### config.mk
export PLATFORM = sky130hd
export DESIGN_NAME = pipeline_ctrl
export DESIGN_NICKNAME = d
export VERILOG_FILES = /design/src/rtl/pipeline_ctrl_pkg.sv /design/src/rtl/pipeline_ctrl_sat_counter.sv /design/src/rtl/pipeline_ctrl.sv
export SDC_FILE = /design/constraint.sdc
export NUM_CORES = 1
export LEC_CHECK = 0
export CORE_MARGIN = 4
export CORE_UTILIZATION = 25
export CTS_BUF_LIST = sky130_fd_sc_hd__clkbuf_2
export DETAILED_ROUTE_END_ITERATION = 7
export MAX_ROUTING_LAYER = met4
export PLACE_DENSITY_LB_ADDON = 0.3
export SYNTH_ARGS = -nofsm -noshare
export SYNTH_HDL_FRONTEND = slang
export SYNTH_SLANG_ARGS = --single-unit
### constraint.sdc
create_clock -name CLK -period 2.28 [get_ports CLK]
set_input_delay 0.456 -clock CLK [delete_from_list [all_inputs] [get_ports CLK]]
set_output_delay 0.456 -clock CLK [all_outputs]
set_load 0.05 [all_outputs]
### src/rtl/pipeline_ctrl_pkg.sv
// pipeline_ctrl_pkg: shared state type for the pipeline controller
package pipeline_ctrl_pkg;
  typedef enum logic [1:0] {RUN, DWAIT, HALT} pipe_state_t;
endpackage

### src/rtl/pipeline_ctrl_sat_counter.sv
// sat_counter: counter that holds at all-ones instead of wrapping
module sat_counter #(
  parameter int W = 32
) (
  input  logic         clk,
  input  logic         clr,
  input  logic         en,
  output logic [W-1:0] q
);
  // count up on en, stick at all-ones, clear on clr
  always_ff @(posedge clk)
    q <= clr ? '0 : (en && !(&q)) ? q + W'(1) : q;
endmodule

### src/rtl/pipeline_ctrl.sv
// pipeline_ctrl: turns hazard/cache/redirect/halt events into PC and latch enables and flushes
module pipeline_ctrl
  import pipeline_ctrl_pkg::*;
#(
  parameter int CNT_W = 32
) (
  input  logic             CLK,
  input  logic             RST,
  input  logic             flush_ls,
  input  logic             redirect_mem,
  input  logic             ihit,
  input  logic             dhit,
  input  logic             dmemREN_mem,
  input  logic             dmemWEN_mem,
  input  logic             halt_wb,
  output logic             pc_en,
  output logic             ifid_en,
  output logic             idex_en,
  output logic             exmem_en,
  output logic             memwb_en,
  output logic             ifid_flush,
  output logic             idex_flush,
  output logic             exmem_flush,
  output logic             memwb_flush,
  output logic             imemREN,
  output logic             halt_out,
  output logic [CNT_W-1:0] stall_cnt,
  output logic [CNT_W-1:0] flush_cnt
);
  pipe_state_t state, next;
  logic dbusy, live;
  assign dbusy = (dmemREN_mem | dmemWEN_mem) & ~dhit;
  assign live = state != HALT;
  assign imemREN = live;
  // priority chain: dcache wait, halt, redirect, load-use, icache miss, normal advance
  always_comb begin
    next = state;
    pc_en = 1'b0;
    {ifid_en, idex_en, exmem_en, memwb_en} = 4'b0000;
    {ifid_flush, idex_flush, exmem_flush, memwb_flush} = 4'b0000;
    if (!live) next = HALT;
    else if (dbusy) next = DWAIT;
    else if (halt_wb) next = HALT;
    else begin
      next = RUN;
      {ifid_en, idex_en, exmem_en, memwb_en} = flush_ls && !redirect_mem ? 4'b0111 : 4'b1111;
      pc_en = redirect_mem || (!flush_ls && ihit);
      {ifid_flush, idex_flush, exmem_flush, memwb_flush} =
        redirect_mem ? 4'b1110 : flush_ls ? 4'b0100 : !ihit ? 4'b1000 : 4'b0000;
    end
  end
  // state and sticky halt flag
  always_ff @(posedge CLK) begin
    state <= RST ? RUN : next;
    halt_out <= !RST && next == HALT;
  end
  sat_counter #(.W(CNT_W)) u_stall (
    .clk(CLK), .clr(RST), .en(live && !pc_en), .q(stall_cnt)
  );
  sat_counter #(.W(CNT_W)) u_flush (
    .clk(CLK), .clr(RST),
    .en(ifid_flush | idex_flush | exmem_flush | memwb_flush), .q(flush_cnt)
  );
endmodule

==> results.cfg <==
[layout]
diodes = 0
fillers = 1468
nNetsFinal = 574
fin_area_mm2 = 0.00518
drive_above_1_share_pct = 24.5
area_delta_synth_final_pct = 44.0

[synth]
synthSimpleGateAreaFrac_pct = 35.1
netlist_instances = 444
synth.distinct_cells = 51
ys_warn_count = 0
synth_edf_count = 0
ys_ff_latch = 67
syn_nets = 455
netlist_area_mm2 = 0.00360
synth_top_family_by_area = simple AND/OR/NAND/NOR gates
synth-compound-area-share_pct = 19.4
synth_area_leader_cell = dfxtp_1
synthTopCellsByCount = dfxtp_1 (67), a21oi_1 (55), nand3_1 (31), o21ai_0 (31), or3_1 (31)
async_reset_ff_share_pct = 0
synthAdderAreaFrac_pct = 0.696
yosys.cell_count.top_type = dfxtp_1
synth_flop_cell = dfxtp_1
ys_seq_area_share_pct = 37.3
synth_xor_area_share_pct = 0.730
synth.avg_cell_area_um2 = 8.10
synth_mux_area_share_pct = 2.16
synth_top_area_share_pct = 37.3
synth_area_leaders = dfxtp_1 (37%), a21oi_1 (7.7%), or3_1 (5.4%), nand3_1 (4.3%), o21ai_0 (4.3%)

[critical_path]
critPathRequiredTime_ns = 1.82
crit_path_start_kind = primary input
path_max_fanout = 6
r2r-start = u_flush.q[0]
path_class = in -> out
critPathCaptureType = output port
rrSetupSlack_ns = 0.10
arrival_ns = 1.74
worst-r2r-cell-count = 6
rr_endpoint = u_flush.q[24]

[floorplanning]
die-area_mm2 = 0.0164
rows = 43
core_area_mm2 = 0.0140
io_pins = 84
die_h_um = 128
start_util_pct = 25.7
die_x_um = 128

[drt]
ant_nets = 0
drtIter0Drc = 180
vias_per_cell = 5.24
wl_um = 11200
vias = 3912
wl_per_cell_um = 15.0
drt_pass1_iterations = 4
post-route-drc-count = 0

[clock_network]
cts_sinks = 67
cts_buffers = 9
clk_pin_slew_ns = 0.18
worst_skew_pair.late_latency_ns = 0.51
cts_root_buf = clkbuf_2
ctsHoldBuffers = 0
htree_levels = 3
clockBufferDepth = 2
cts_tree = built

[power]
ir_drop_v = 0.000326
power_mw = 2.18
power_per_cell_area_mw_per_mm2 = 420
leakage_nw = 2.28

[sta]
setup_ws_ns = 0.0833
setup_violations = 0
tightest_slew_ns = 0.617
min_period_ns = 2.20
finalClockSkew_ns = 0.0271
period_share_pct = 96.3
slew_viol_final = 0
timing.fmax_ghz = 0.455
hold_violations = 0
slew_headroom_pct = 58.3

[global_route]
grt_pass1_wl_um = 18200
grt_pass1_vias = 3719
grtUsageMet3_pct = 4.04
use_met1_pct = 17.7
grt_busiest_layer = met2
antenna_found_initial = 0
grt_use_total_pct = 14.1
grt_start_max_net_pins = 34
global_route.usage.met2_pct = 22.6
grt_overflow = 0

[job]
cap_violations = 0

[placement]
place_ws_ns = -0.325
dp_hpwl_um = 8450
gp_congestion = 0.812
port_buffers = 82
placed_area_mm2 = 0.00501

[min_path]
worstHoldEndpoint = u_stall.q[20]
worstHoldPathCells = 2
holdCritPathClass = in -> reg
hold_path.startpoint = RST

[outcome]
status = complete, no violations
-- worst max path at each step --
stage	from	end	slack, ns	depth (start not counted)
after floorplan	state[1]	ifid_en	-0.04	5
after global placement	dmemWEN_mem	u_flush.q[24]	-0.31	6
after detailed placement	ihit	u_flush.q[24]	-0.32	6
after CTS	u_stall.q[24]	stall_cnt[24]	0.0007	1
after global routing	state[1]	pc_en	-0.004	7
final	dmemWEN_mem	pc_en	0.08	7
-- critical path, stage by stage --
cell and delay (ns):
clkdlybuf4s50_1 0.45, o21bai_4 0.19, buf_6 0.14, nand3_4 0.12, inv_2 0.09, o21a_2 0.15, buf_12 0.14
-- per-stage QoR --
stage	cells	TNS (ns)	hold WS [ns]	utilization (%)
global route	747	-0.00397	0.396	37.0
floorplan	444	-0.113	0.557	-
detailed placement	731	-10.30	0.473	35.8
CTS	746	0	0.389	36.4
finish	747	0	0.445	37.0
global placement	731	-7.80	0.468	35.8
-- power by group --
group | switching, mW | total, mW | internal [mW]
registers | 0.0101 | 1.19 | 1.18
clock network | 0.429 | 0.688 | 0.259
logic | 0.175 | 0.293 | 0.118
-- layout by cell type (no fill, tap or decap), types with 12 or more instances in the layout --
cell type and n:
a21oi_1 53, buf_4 47, clkbuf_2 12, clkdlybuf4s50_1 12
dfxtp_1 36, dfxtp_2 31, dlygate4sd2_1 35, dlymetal6s2s_1 25
nand2_1 26, nand3_1 30, nand4_1 19, nor2_1 24
o21ai_0 31, o31ai_1 19, or3_1 31, or4_1 20
-- sequential cells by signal, indices dropped and copies added, names as in the netlist --
| register | flops |
|---|---|
| u_stall.q | 32 |
| halt_out | 1 |
| u_flush.q | 32 |
| state | 2 |
-- metal layers --
| layer | up-vias | share of wire [%] |
|---|---|---|
| met3 | 14 | 5.4 |
| met2 | 102 | 48 |
| met4 | 0 | 0.91 |
| met1 | 1865 | 46 |
| li1 | 1931 | - |
| met5 | - | 0 |
-- cell families (layout without fill, tap and decap cells) --
family                     count (synthesis)  in the layout
and+or+nand+nor                          212            212
AOI/OAI and AO/OA                        118            118
xor gates and xnor gates                   3              3
buffers and inverters                     34            157
other                                      1              1
adders and majority gates                  2              2
muxes                                      7              7
DFF                                       67             67
-- cell type report --
type,count,area [µm²],area share [%]
inverters,10,37.5,0.724
clock inverters,3,40.0,0.773
repair buffers,132,1310,25.3
clock buffers,12,60.1,1.16
well taps,180,225,4.35
flip-flops and latches,67,1380,26.6
multi-input cells,343,2130,41.1
-- timing repair --
item / 4_1_cts / 5_1_grt
endpoints found under the setup margin: 43 / 41
cloned: 0 / 0
gates resized for setup: 41 / 32
setup buffers: 0 / 1
Note: power is estimated with default switching activity, not from simulation.
